$ cat config.mk
export PLATFORM = sky130hd
export DESIGN_NAME = gate_test_sequencer
export DESIGN_NICKNAME = d
export VERILOG_FILES = /design/src/rtl/gate_test_sequencer.sv
export SDC_FILE = /design/constraint.sdc
export NUM_CORES = 1
export LEC_CHECK = 0
export BUFFER_PORTS_ARGS = -buffer_cell sky130_fd_sc_hd__buf_2
export CORE_MARGIN = 5
export CORE_UTILIZATION = 48
export DETAILED_ROUTE_END_ITERATION = 7
export GPL_TIMING_DRIVEN = 0
export PLACE_DENSITY = 0.7
export SLEW_MARGIN = 20
export SYNTH_ARGS = -nofsm -noshare
export SYNTH_HDL_FRONTEND = slang
export SYNTH_SLANG_ARGS = --single-unit
$ cat constraint.sdc
create_clock -name clk -period 2.2 [get_ports clk]
set_clock_uncertainty 0.15 [all_clocks]
set_input_delay 0.11 -clock clk [delete_from_list [all_inputs] [get_ports clk]]
set_output_delay 0.11 -clock clk [all_outputs]
set_load 0.02 [all_outputs]
$ cat src/rtl/gate_test_sequencer.sv
// Self-checking stimulus controller for a 2-input gate: walks the four input
// vectors, waits a settle interval, samples the gate and scores it against EXPECT.
module gate_test_sequencer #(
  parameter int unsigned SETTLE_CYCLES = 7,
  parameter logic [3:0]  EXPECT        = 4'b1110
) (
  input  logic       clk,
  input  logic       rst_n,
  input  logic       start,
  input  logic       gate_out,
  output logic       gate_in1,
  output logic       gate_in2,
  output logic [1:0] vec_idx,
  output logic       busy,
  output logic       done,
  output logic       pass,
  output logic [3:0] fail_mask
);

  typedef enum logic [2:0] {
    S_IDLE,
    S_APPLY,
    S_SETTLE,
    S_SAMPLE,
    S_DONE
  } state_t;

  localparam logic [3:0] SETTLE_LOAD = 4'(SETTLE_CYCLES - 1);

  state_t     state_q, state_d;
  logic [3:0] cnt_q, cnt_d;
  logic [1:0] vec_idx_q, vec_idx_d;
  logic       gate_in1_q, gate_in1_d;
  logic       gate_in2_q, gate_in2_d;
  logic       busy_q, busy_d;
  logic       done_q, done_d;
  logic       pass_q, pass_d;
  logic [3:0] fail_mask_q, fail_mask_d;

  always_comb begin
    state_d     = state_q;
    cnt_d       = cnt_q;
    vec_idx_d   = vec_idx_q;
    gate_in1_d  = gate_in1_q;
    gate_in2_d  = gate_in2_q;
    done_d      = 1'b0;
    pass_d      = pass_q;
    fail_mask_d = fail_mask_q;

    case (state_q)
      S_IDLE: begin
        if (start) begin
          state_d     = S_APPLY;
          vec_idx_d   = 2'd0;
          gate_in1_d  = 1'b0;
          gate_in2_d  = 1'b0;
          fail_mask_d = 4'b0000;
          pass_d      = 1'b0;
        end
      end
      S_APPLY: begin
        cnt_d   = SETTLE_LOAD;
        state_d = S_SETTLE;
      end
      S_SETTLE: begin
        if (cnt_q == 4'd0) begin
          state_d = S_SAMPLE;
        end else begin
          cnt_d = cnt_q - 4'd1;
        end
      end
      S_SAMPLE: begin
        if (gate_out != EXPECT[vec_idx_q]) begin
          fail_mask_d[vec_idx_q] = 1'b1;
        end
        if (vec_idx_q == 2'd3) begin
          // pass is decided here so it already reflects the final sample in DONE
          state_d = S_DONE;
          done_d  = 1'b1;
          pass_d  = (fail_mask_d == 4'b0000);
        end else begin
          vec_idx_d                = vec_idx_q + 2'd1;
          {gate_in1_d, gate_in2_d} = vec_idx_d;
          state_d                  = S_APPLY;
        end
      end
      S_DONE: begin
        state_d    = S_IDLE;
        vec_idx_d  = 2'd0;
        gate_in1_d = 1'b0;
        gate_in2_d = 1'b0;
      end
      default: begin
        state_d = S_IDLE;
      end
    endcase

    busy_d = (state_d != S_IDLE);
  end

  always_ff @(posedge clk) begin
    if (!rst_n) begin
      state_q     <= S_IDLE;
      cnt_q       <= 4'd0;
      vec_idx_q   <= 2'd0;
      gate_in1_q  <= 1'b0;
      gate_in2_q  <= 1'b0;
      busy_q      <= 1'b0;
      done_q      <= 1'b0;
      pass_q      <= 1'b0;
      fail_mask_q <= 4'b0000;
    end else begin
      state_q     <= state_d;
      cnt_q       <= cnt_d;
      vec_idx_q   <= vec_idx_d;
      gate_in1_q  <= gate_in1_d;
      gate_in2_q  <= gate_in2_d;
      busy_q      <= busy_d;
      done_q      <= done_d;
      pass_q      <= pass_d;
      fail_mask_q <= fail_mask_d;
    end
  end

  assign gate_in1  = gate_in1_q;
  assign gate_in2  = gate_in2_q;
  assign vec_idx   = vec_idx_q;
  assign busy      = busy_q;
  assign done      = done_q;
  assign pass      = pass_q;
  assign fail_mask = fail_mask_q;

endmodule

# Word level (Yosys, flattened, before mapping)
# Cells that the tools add are included.
# op_classes
n_addsub,2
n_lt_le_gt_ge,2
n_eq_ne,10
n_mux,25
bitwise,1
n_reduce_logical,13
# ops
op,n
$mux 4,4
$pmux 4 s2,2
$pmux 3 s4,1
$mux 3,3
$logic_not 4->1,2
$ne 2x2->1 const B,4
$mux 1,7
$eq 3x2->1 const B,2
$pmux 1 s3,2
$pmux 2 s3,1
$reduce_and 2->1,3
$reduce_and 3->1,2
$reduce_bool 3->1,2
$mux 2,2
$or 4x4->4,1
$reduce_bool 2->1,2
$sub 4x1->4 const B,1
$eq 3x1->1 const B,1
$eq 3x3->1 const B,1
$logic_not 3->1,1
$lt 2x3->1 const B,1
$add 2x1->2 const B,1
$bmux 1 s2,1
$demux 1 s2,1
other kinds (5),5
# totals
register_bits,18
inputBits,4

# Logic depth before layout (Yosys ltp)
# Gate-level depths: netlist of the first run.
# logic_depth
depth_word,10
ltp_mapped,5
ltp_nobuf,5

# Least setup slack after synthesis of the first run
# Ideal clock, no wire load.
# synth_timing
path_kind,reg2reg
start,reg state_q[1]
end,reg cnt_q[3]
arrival_time_ns,1.522
path_slack_ns,0.443
path_stages_with_launch,5
period_less_slack_ns,1.757
cell_sequence,dfxtp_1 -> or3b_1 -> clkbuf_1 -> or4_1 -> a211oi_1
# synth_between
elab_chain_cells,3
elab_cells_between_ends,6
cone_classes,3 x eq/ne; 1 x mux; 2 x reduce/logical
# synth_rtl
item,line_no,rtl
from (decl),30,"state_t state_q, state_d;"
from (signal assigned),113,state_q <= state_d;
$eq 3x2->1 or $eq 3x1->1 (tied branches),50,case (state_q)
$ne 2x2->1 (no line) or $reduce_bool 2->1 (tied branches),n/a,
$reduce_and 2->1 (no line),n/a,
to (signal assigned),114,cnt_q <= cnt_d;
to (decl),31,"logic [3:0] cnt_q, cnt_d;"
# Several ways; a longest one is shown, not always the timed one.
# A chain may end at the register's enable or synchronous reset.

# Worst setup path in the final report of the first run
# Same ends and word-level chain as after synthesis.

==> results.sh, run 1 <==
export IMPL_final_net_count=125
export IMPL_worstMarginPinSlew_ns=0.5928
export IMPL_place_worst_setup_slack_ns=0.3012
export IMPL_dieArea_um2=2698
export IMPL_yosysWarningCount=0
export IMPL_dr_pass1_iters=4
export IMPL_remaining_drc_errors=0
export IMPL_max_clock_path_buffers=2
export IMPL_cts_root_buf="clkbuf_4"
export IMPL_antennaDiodeCount=0
export IMPL_vias_in_the_first_global_route=726
export IMPL_path_clk_slew_ns=0.11
export IMPL_required_time_of_the_critical_path_ns=2.26
export IMPL_ir_drop_worst_case_vdd_mv=0.4778
export IMPL_num_fill_cells=160
export IMPL_layout_cells_non_filler=140
export IMPL_core_box_area_um2=1708
export IMPL_pleak_uw=0.0004132
export IMPL_critical_path_endpoint_type="register"
export IMPL_synth_most_common_cell="dfxtp_1"
export IMPL_tritoncts="done"
export IMPL_cts_hold_buffers_added=2
export IMPL_clkSinkCount=16
export IMPL_dominantRegCellSynth="dfxtp_1"
export IMPL_syn_instance_count=95
export IMPL_pin_count=15
export IMPL_grt_total_usage_pct=14.94
export IMPL_cts_resized=0
export IMPL_unrepaired_setup_endpoints_after_global_routing="no"
export IMPL_drt_vias_per_instance=5.321
export IMPL_edff_count_synth=0
export IMPL_fmaxAchievable_mhz=513.8
export IMPL_post_dp_hpwl_um=1271
export IMPL_die_w_um=51.95
export IMPL_final_setup_viol_count=0
export IMPL_share_of_post_route_cells_with_drive_strength_above_1_pct=20.87
export IMPL_ant_nets=0
export IMPL_dp_cells=134
export IMPL_drt_initial_drc_count=9
export IMPL_power_total_uw=738.1
export IMPL_drv_slew=0
export IMPL_layout_setup_ws_ns=0.2537
export IMPL_data_arrival_at_the_endpoint_of_the_critical_path_ns=2.00
export IMPL_synth_commonest_cells="dfxtp_1 (16), nor2_1 (9), ha_1 (5), inv_1 (5), nand3b_1 (5)"
export IMPL_postSynthAreaPerCell_um2=8.890
export IMPL_synth_largest_area_cell="dfxtp_1"
export IMPL_cell_row_count=15
export IMPL_post_cts_repair_setup_buffers=0
export IMPL_min_period_over_period_pct=88.47
export IMPL_post_synth_main_area_contributors="dfxtp_1 (38%), ha_1 (7.4%), nand3b_1 (4.4%)"
export IMPL_critical_path_peak_fanout=8
export IMPL_route_detailed_wl_per_inst_um=12.33
export IMPL_maxSlewHeadroom_pct=60.40
export IMPL_place_gp_congestion=0.7732
export IMPL_grt_first_pass_wirelength_um=3015
export IMPL_areaGrowthSynthToFinish_pct=18.67
export IMPL_h_tree_lvl_count=1
export IMPL_synth_yosys_seq_area_share_pct=37.93
export IMPL_initial_antenna_violation_count=0
export IMPL_detail_route_wirelength_um=1726
export IMPL_place_port_buffers=14
export IMPL_final_core_utilization_pct=58.68
export IMPL_final_min_clock_period_ns=1.946
export IMPL_synthesis_area_um2=844.6
export IMPL_start_util_pct=49.45
export IMPL_synth_top_area_share_pct=37.93
export IMPL_cts_inserted_buffers=3
export IMPL_netlist_cell_type_count=35
export IMPL_grt_start_max_net_pins=11
export IMPL_cp_start_kind="register"
export IMPL_criticalPathCategory="reg -> reg"
export IMPL_async_flop_share_pct=0
export IMPL_cellPowerDensity_nw_per_um2=736.5
export IMPL_setup_tns_ns=0
export IMPL_worst_skew_pair_late_latency_ns=0.29
export IMPL_die_h_um=51.95
export IMPL_grt_overflow_total=0
export IMPL_number_of_register_bits_inferred_by_synthesis=16
export IMPL_maxCapViolCount=0
export IMPL_min_delay_path_class="in -> reg"
export IMPL_hold_violations=0
export IMPL_syn_nets=104
export IMPL_run_status="finished, final reports clean"
export IMPL_via_count=745
[final cells by class]
cell class / instances / area, um^2 / area share, %
inverter: 5 / 18.77 / 1.873
clock buffer: 4 / 36.28 / 3.620
multi-input combinational: 68 / 475.5 / 47.44
buffer: 6 / 30.03 / 2.996
timing repair buffer: 16 / 90.09 / 8.989
sequential: 16 / 320.3 / 31.96
tap: 25 / 31.28 / 3.121
[cell usage in the layout (no fill, tap or decap), types with 2 or more instances in the layout]
cell / count
o32ai_1: 2
nand3b_1: 5
xnor2_1: 2
a2bb2oi_1: 2
a21oi_1: 4
nor3b_1: 2
clkbuf_4: 3
a32oi_1: 3
nand2_1: 4
buf_4: 2
nor2_1: 9
mux2i_1: 2
o21ai_0: 2
ha_1: 5
or3_1: 3
clkbuf_1: 4
buf_2: 14
dlygate4sd3_1: 2
nand3_1: 4
inv_1: 5
and4_1: 2
dfxtp_1: 16
or3b_2: 2
[critical path, stage by stage (launching register included)]
cell	delay (ns)
dfxtp_1	0.45
or3b_1	0.37
clkbuf_1	0.17
or4_1	0.48
a211oi_1	0.23
[cells by family after synthesis]
family          count (synthesis)  synth area share [%]
simple gates                   40                 28.45
compound gates                 19                 16.00
flops                          16                 37.93
buf+inv                        11                 5.777
fa+ha+maj                       5                 7.407
xor+xnor                        2                 2.074
mux                             2                 2.370
[worst paths after layout]
kind                                              end  cells after the start             startpoint  slack, ns
worst max register to register  cnt_q[3]$_SDFFE_PN0P_                      4  state_q[1]$_SDFF_PN0_       0.25
worst min-delay path                pass$_SDFFE_PN0P_                      4               gate_out       0.06
worst min register to register      pass$_SDFFE_PN0P_                      2      pass$_SDFFE_PN0P_       0.34
worst max-delay path            cnt_q[3]$_SDFFE_PN0P_                      4  state_q[1]$_SDFF_PN0_       0.25
[sequential cells by signal, summed over array words and instances (netlist names)]
| name | cells |
|---|---|
| state_q | 3 |
| fail_mask | 4 |
| gate_in2 | 1 |
| vec_idx | 1 |
| cnt_q | 4 |
| pass | 1 |
| done | 1 |
| busy | 1 |
[where the power goes]
part	total, uW	switching, uW	internal, uW	leakage, uW
clock network	202	101	101	0.0000210
registers	339	25.0	314	0.000130
logic	197	109	88.2	0.000262
total	738	235	503	0.000413
[per-layer routing]
metal	share of wire [%]	GRT usage (%)	wire length (um)
met4	1.3	8.297	23
met2	44	23.22	760
met5	0	0	0
met1	49	18.28	853
met3	5.2	4.298	89
[metrics by stage]
step                      hold slack (ns)  instance area [um^2]
after global placement             0.2238                 945.9
after detailed placement           0.2353                 945.9
final                             0.06142                  1002
after CTS                         0.05083                  1002
after global routing              0.07741                  1002
after floorplan                   0.07954                 844.6
Power figures use the tool's default switching activity.
==> run 2, diff against run 1 <==
Settings changed: ABC_AREA set to 1.
==> results.sh, run 2 <==
export IMPL_run_status="finished, final reports clean"
export IMPL_synthesis_area_um2=839.6
export IMPL_max_clock_path_buffers=2
export IMPL_maxCapViolCount=0
export IMPL_yosysWarningCount=0
export IMPL_critical_path_peak_fanout=6
export IMPL_synth_most_common_cell="nand2_1"
export IMPL_hold_violations=0
export IMPL_grt_total_usage_pct=13.63
export IMPL_syn_instance_count=114
export IMPL_path_clk_slew_ns=0.09
export IMPL_setup_tns_ns=0
export IMPL_drt_vias_per_instance=4.873
export IMPL_path_cells="inv_1, ha_1, inv_1, nand2_1, nand3_1, nand2_1, nor2_1, nand3_1, a21oi_1"
export IMPL_layout_cells_most_common_list="nand2_1 (21), nor2_1 (18), inv_1 (16), dfxtp_1 (16), buf_2 (14)"
export IMPL_clkSinkCount=16
export IMPL_pin_count=15
export IMPL_die_w_um=51.82
export IMPL_start_util_pct=49.70
export IMPL_unrepaired_setup_endpoints_after_global_routing="no"
export IMPL_maxSlewHeadroom_pct=71.26
export IMPL_synth_commonest_cells="nand2_1 (21), nor2_1 (18), dfxtp_1 (16), inv_1 (16), nand3_1 (8)"
export IMPL_core_box_area_um2=1689
export IMPL_grt_overflow_total=0
export IMPL_number_of_register_bits_inferred_by_synthesis=16
export IMPL_grt_start_max_net_pins=11
export IMPL_holdCritStartpoint="gate_out"
export IMPL_place_gp_congestion=0.7947
export IMPL_areaGrowthSynthToFinish_pct=16.39
export IMPL_cts_inserted_buffers=3
export IMPL_syn_nets=123
export IMPL_share_of_post_route_cells_with_drive_strength_above_1_pct=22.56
export IMPL_place_port_buffers=14
export IMPL_initial_antenna_violation_count=0
export IMPL_dr_pass1_iters=4
export IMPL_final_setup_viol_count=0
export IMPL_post_dp_hpwl_um=1213
export IMPL_critPathSlowestCell="dfxtp_1"
export IMPL_critical_path_buf_inv_count=2
export IMPL_synth_yosys_seq_area_share_pct=38.15
export IMPL_timing_rr_start="gate_in2$_SDFFE_PN0P_"
export IMPL_grt_first_pass_wirelength_um=2718
export IMPL_netlist_cell_type_count=23
export IMPL_worstMarginPinSlew_ns=0.4310
export IMPL_cell_row_count=15
export IMPL_route_detailed_wl_per_inst_um=10.21
export IMPL_dieArea_um2=2685
export IMPL_final_core_utilization_pct=57.85
export IMPL_postSynthAreaPerCell_um2=7.365
export IMPL_via_count=731
export IMPL_num_fill_cells=163
export IMPL_place_worst_setup_slack_ns=0.6348
export IMPL_detail_route_wirelength_um=1532
export IMPL_async_flop_share_pct=0
export IMPL_final_net_count=143
export IMPL_dominantRegCellSynth="dfxtp_1"
export IMPL_data_arrival_at_the_endpoint_of_the_critical_path_ns=1.62
export IMPL_min_period_over_period_pct=70.75
export IMPL_max_stage_delay_ns=0.42
export IMPL_criticalPathCategory="reg -> reg"
export IMPL_required_time_of_the_critical_path_ns=2.26
export IMPL_tritoncts="done"
export IMPL_cp_start_kind="register"
export IMPL_min_delay_path_class="in -> reg"
export IMPL_post_synth_main_area_contributors="dfxtp_1 (38%), nand2_1 (9.4%), nor2_1 (8.0%)"
export IMPL_drv_slew=0
export IMPL_antennaDiodeCount=0
export IMPL_layout_setup_ws_ns=0.6434
export IMPL_synth_top_area_share_pct=38.15
export IMPL_synth_largest_area_cell="dfxtp_1"
export IMPL_critical_path_top_delay_family="simple AND/OR/NAND/NOR gates"
export IMPL_die_h_um=51.82
export IMPL_pleak_uw=0.0005041
export IMPL_drt_initial_drc_count=11
export IMPL_worst_skew_pair_late_latency_ns=0.27
export IMPL_vias_in_the_first_global_route=666
export IMPL_worstSetupStartpoint="gate_in2$_SDFFE_PN0P_"
export IMPL_power_total_uw=766.9
export IMPL_edff_count_synth=0
export IMPL_final_common_cell="nand2_1"
export IMPL_critical_path_endpoint_type="register"
export IMPL_cellPowerDensity_nw_per_um2=784.8
export IMPL_fmaxAchievable_mhz=642.4
export IMPL_cts_root_buf="clkbuf_4"
export IMPL_h_tree_lvl_count=1
export IMPL_ant_nets=0
export IMPL_ir_drop_worst_case_vdd_mv=0.5155
export IMPL_remaining_drc_errors=0
export IMPL_final_min_clock_period_ns=1.557
run 2: path summary, 6_finish.rpt:
path / end / slack, ns / cells past startpoint
max: pass$_SDFFE_PN0P_ / 0.64 / 9
min: fail_mask[0]$_SDFFE_PN0P_ / 0.12 / 5
max reg2reg: pass$_SDFFE_PN0P_ / 0.64 / 9
min reg2reg: pass$_SDFFE_PN0P_ / 0.34 / 2
run 2: cell type report:
type	count	area [um^2]	area share (%)
Buffer	3	18.77	1.921
Clock buffer	4	36.28	3.713
Inverter	18	67.56	6.914
Multi-Input combinational cell	77	432.9	44.30
Sequential cell	16	320.3	32.78
Tap cell	17	21.27	2.177
Timing Repair Buffer	15	80.08	8.195
run 2: cell families after synthesis:
logic type,Yosys count,synth area share [%]
xor+xnor,1,1.043
fa+ha+maj,5,7.452
flops,16,38.15
buf+inv,21,10.28
simple gates,57,32.19
compound gates,14,10.88
run 2: stage by stage:
stage               cell area [um^2]  cells  hold WS, ns
global route                   977.2    150       0.1461
CTS                            977.2    150       0.1059
finish                         977.2    150       0.1185
global placement               930.9    145       0.2340
floorplan                      839.6    114      0.08039
detailed placement             930.9    145       0.2346
run 2: worst reg2reg max path, stage by stage (launching register included):
cell and delay [ns]:
dfxtp_1 0.42, inv_1 0.10, ha_1 0.21, inv_1 0.06, nand2_1 0.07, nand3_1 0.10
nand2_1 0.07, nor2_1 0.12, nand3_1 0.08, a21oi_1 0.12
run 2: layer usage:
metal,wire length [um],track usage (%),vias up
met5,0,0,-
met4,31,8.297,0
met3,61,4.011,4
met2,723,22.18,13
met1,716,15.49,316
li1,-,-,398
run 2: what timing repair did:
item | 4_1_cts | 5_1_grt
hold buffers | 1 | 0
gates resized for setup | 0 | 0
hold endpoints to repair | 6 | 0
setup buffers | 0 | 0
setup endpoints to repair | 0 | 0
run 2: power by group:
part	switching (uW)	total [uW]	internal [uW]
clock network	86.8	187	100
logic	147	236	89.6
registers	25.7	343	317
total	259	767	508
==> run 3, diff against run 2 <==
Settings changed: CORE_UTILIZATION 48 to 47, PLACE_DENSITY 0.7 to 0.72.
Clock period 2.2 ns to 1.4 ns, I/O delays scaled along.
==> results.sh, run 3 (synthesis results as in run 2) <==
export IMPL_wl_met2_um=899
export IMPL_tritoncts="done"
export IMPL_data_arrival_at_the_endpoint_of_the_critical_path_ns=1.48
export IMPL_cts_root_buf="clkbuf_4"
export IMPL_cellPowerDensity_nw_per_um2=1172
export IMPL_start_util_pct=49.16
export IMPL_drv_slew=0
export IMPL_hold_violations=0
export IMPL_final_min_clock_period_ns=1.399
export IMPL_h_tree_lvl_count=1
export IMPL_maxCapViolCount=0
export IMPL_grt_first_pass_wirelength_um=2587
export IMPL_critical_path_top_cell_by_count="a21oi_1"
export IMPL_dr_pass1_iters=4
export IMPL_path_clk_slew_ns=0.09
export IMPL_worst_skew_pair_late_latency_ns=0.29
export IMPL_critPathSlowestCell="dfxtp_4"
export IMPL_clkSinkCount=16
export IMPL_routedLengthMet1_um=764
export IMPL_grt_start_max_net_pins=11
export IMPL_layout_cells_non_filler=169
export IMPL_critical_path_peak_fanout=3
export IMPL_remaining_drc_errors=0
export IMPL_place_port_buffers=14
export IMPL_antennaDiodeCount=0
export IMPL_via_count=805
export IMPL_final_net_count=154
export IMPL_num_fill_cells=137
export IMPL_run_status="finished, final reports clean"
export IMPL_cell_row_count=15
export IMPL_pin_count=15
export IMPL_ant_nets=0
export IMPL_highest_layer="met4"
export IMPL_core_box_area_um2=1708
export IMPL_unrepaired_setup_endpoints_after_global_routing="yes"
export IMPL_vias_in_the_first_global_route=641
export IMPL_grt_total_usage_pct=12.75
export IMPL_final_common_cell="nor2_1"
export IMPL_max_stage_delay_ns=0.38
export IMPL_fmaxAchievable_mhz=714.6
export IMPL_post_dp_hpwl_um=1199
export IMPL_critical_path_endpoint_type="register"
export IMPL_postLayoutCellArea_um2=1180
export IMPL_maxSlewHeadroom_pct=72.13
export IMPL_max_clock_path_buffers=2
export IMPL_layout_setup_ws_ns=0.0006487
export IMPL_dr_wl_met3_um=109
export IMPL_dp_cells=153
export IMPL_critical_path_top_delay_family="flip-flops"
export IMPL_die_w_um=52.27
export IMPL_critical_path_buf_inv_count=1
export IMPL_min_delay_path_class="in -> reg"
export IMPL_detail_route_wirelength_um=1819
export IMPL_areaGrowthSynthToFinish_pct=40.54
export IMPL_worstMarginPinSlew_ns=0.4180
export IMPL_cp_start_kind="register"
export IMPL_pleak_uw=0.0005751
export IMPL_share_of_post_route_cells_with_drive_strength_above_1_pct=45.83
export IMPL_path_cells="inv_4, ha_4, a21oi_1, nand2_1, nor2_2, nand3_1, a21oi_1"
export IMPL_route_detailed_wl_per_inst_um=10.76
export IMPL_place_worst_setup_slack_ns=-0.05550
export IMPL_drt_initial_drc_count=11
export IMPL_drt_vias_per_instance=4.763
export IMPL_layout_cells_most_common_list="nor2_1 (16), nand2_1 (15), buf_2 (14), inv_1 (12), dfxtp_1 (11)"
export IMPL_dieArea_um2=2732
export IMPL_min_period_over_period_pct=99.95
export IMPL_place_gp_congestion=0.8206
export IMPL_placedInstanceArea_um2=948.4
export IMPL_die_h_um=52.27
export IMPL_cts_inserted_buffers=3
export IMPL_grt_overflow_total=0
export IMPL_required_time_of_the_critical_path_ns=1.48
export IMPL_ir_drop_worst_case_vdd_mv=0.6233
export IMPL_initial_antenna_violation_count=0
export IMPL_criticalPathCategory="reg -> reg"
export IMPL_final_setup_viol_count=0
[run 3: per-layer routing]
| metal | up-vias | track usage [%] |
|---|---|---|
| met1 | 366 | 15.18 |
| li1 | 417 | - |
| met2 | 17 | 20.08 |
| met3 | 5 | 2.849 |
| met5 | - | 0 |
| met4 | 0 | 8.936 |
[run 3: cell type report]
class                   instances  area, um^2  share of cell area (%)
clock buffers                   4       36.28                   3.075
plain buffers                   3       18.77                   1.591
repair buffers                 26       173.9                   14.74
well taps                      25       31.28                   2.651
flip-flops and latches         16       331.6                   28.10
multi-input cells              77       513.0                   43.48
inverters                      18       75.07                   6.363
[run 3: stage by stage]
stage | TNS [ns] | hold WS (ns) | utilization (%) | power, uW
3_5_place_dp | -0.06916 | 0.1838 | 55.53 | 925.2
2_1_floorplan | 0 | 0.03071 | - | 840.9
4_1_cts | -0.007822 | 0.04369 | 60.37 | 1262
3_3_place_gp | -0.03502 | 0.1832 | 55.53 | 913.4
5_1_grt | -0.2148 | 0.1045 | 69.08 | 1468
6_report | 0 | 0.07349 | 69.08 | 1383
[run 3: power breakdown]
part	total [uW]	internal (uW)	switching, uW
combinational	532	236	296
sequential	545	505	39.4
clock	307	159	148
[run 3: final timing paths]
check	startpoint	end	slack, ns	cells past startpoint
worst max-delay path	gate_in2$_SDFFE_PN0P_	pass$_SDFFE_PN0P_	0.0006	7
worst min-delay path	start	gate_in2$_SDFFE_PN0P_	0.07	5
worst max register to register	gate_in2$_SDFFE_PN0P_	pass$_SDFFE_PN0P_	0.0006	7
worst min register to register	pass$_SDFFE_PN0P_	pass$_SDFFE_PN0P_	0.33	2
[run 3: repair_timing]
| action | in CTS | in global routing |
|---|---|---|
| hold endpoints to repair | 6 | 0 |
| setup buffers | 4 | 7 |
| pin swaps | 0 | 16 |
| setup endpoints to repair | 5 | 11 |
| gates resized for setup | 3 | 30 |
| hold buffers | 1 | 0 |
[run 3: worst register-to-register path: stages, from the launching register on]
cell     delay [ns]
dfxtp_4        0.38
inv_4          0.05
ha_4           0.16
a21oi_1        0.21
nand2_1        0.10
nor2_2         0.08
nand3_1        0.07
a21oi_1        0.14
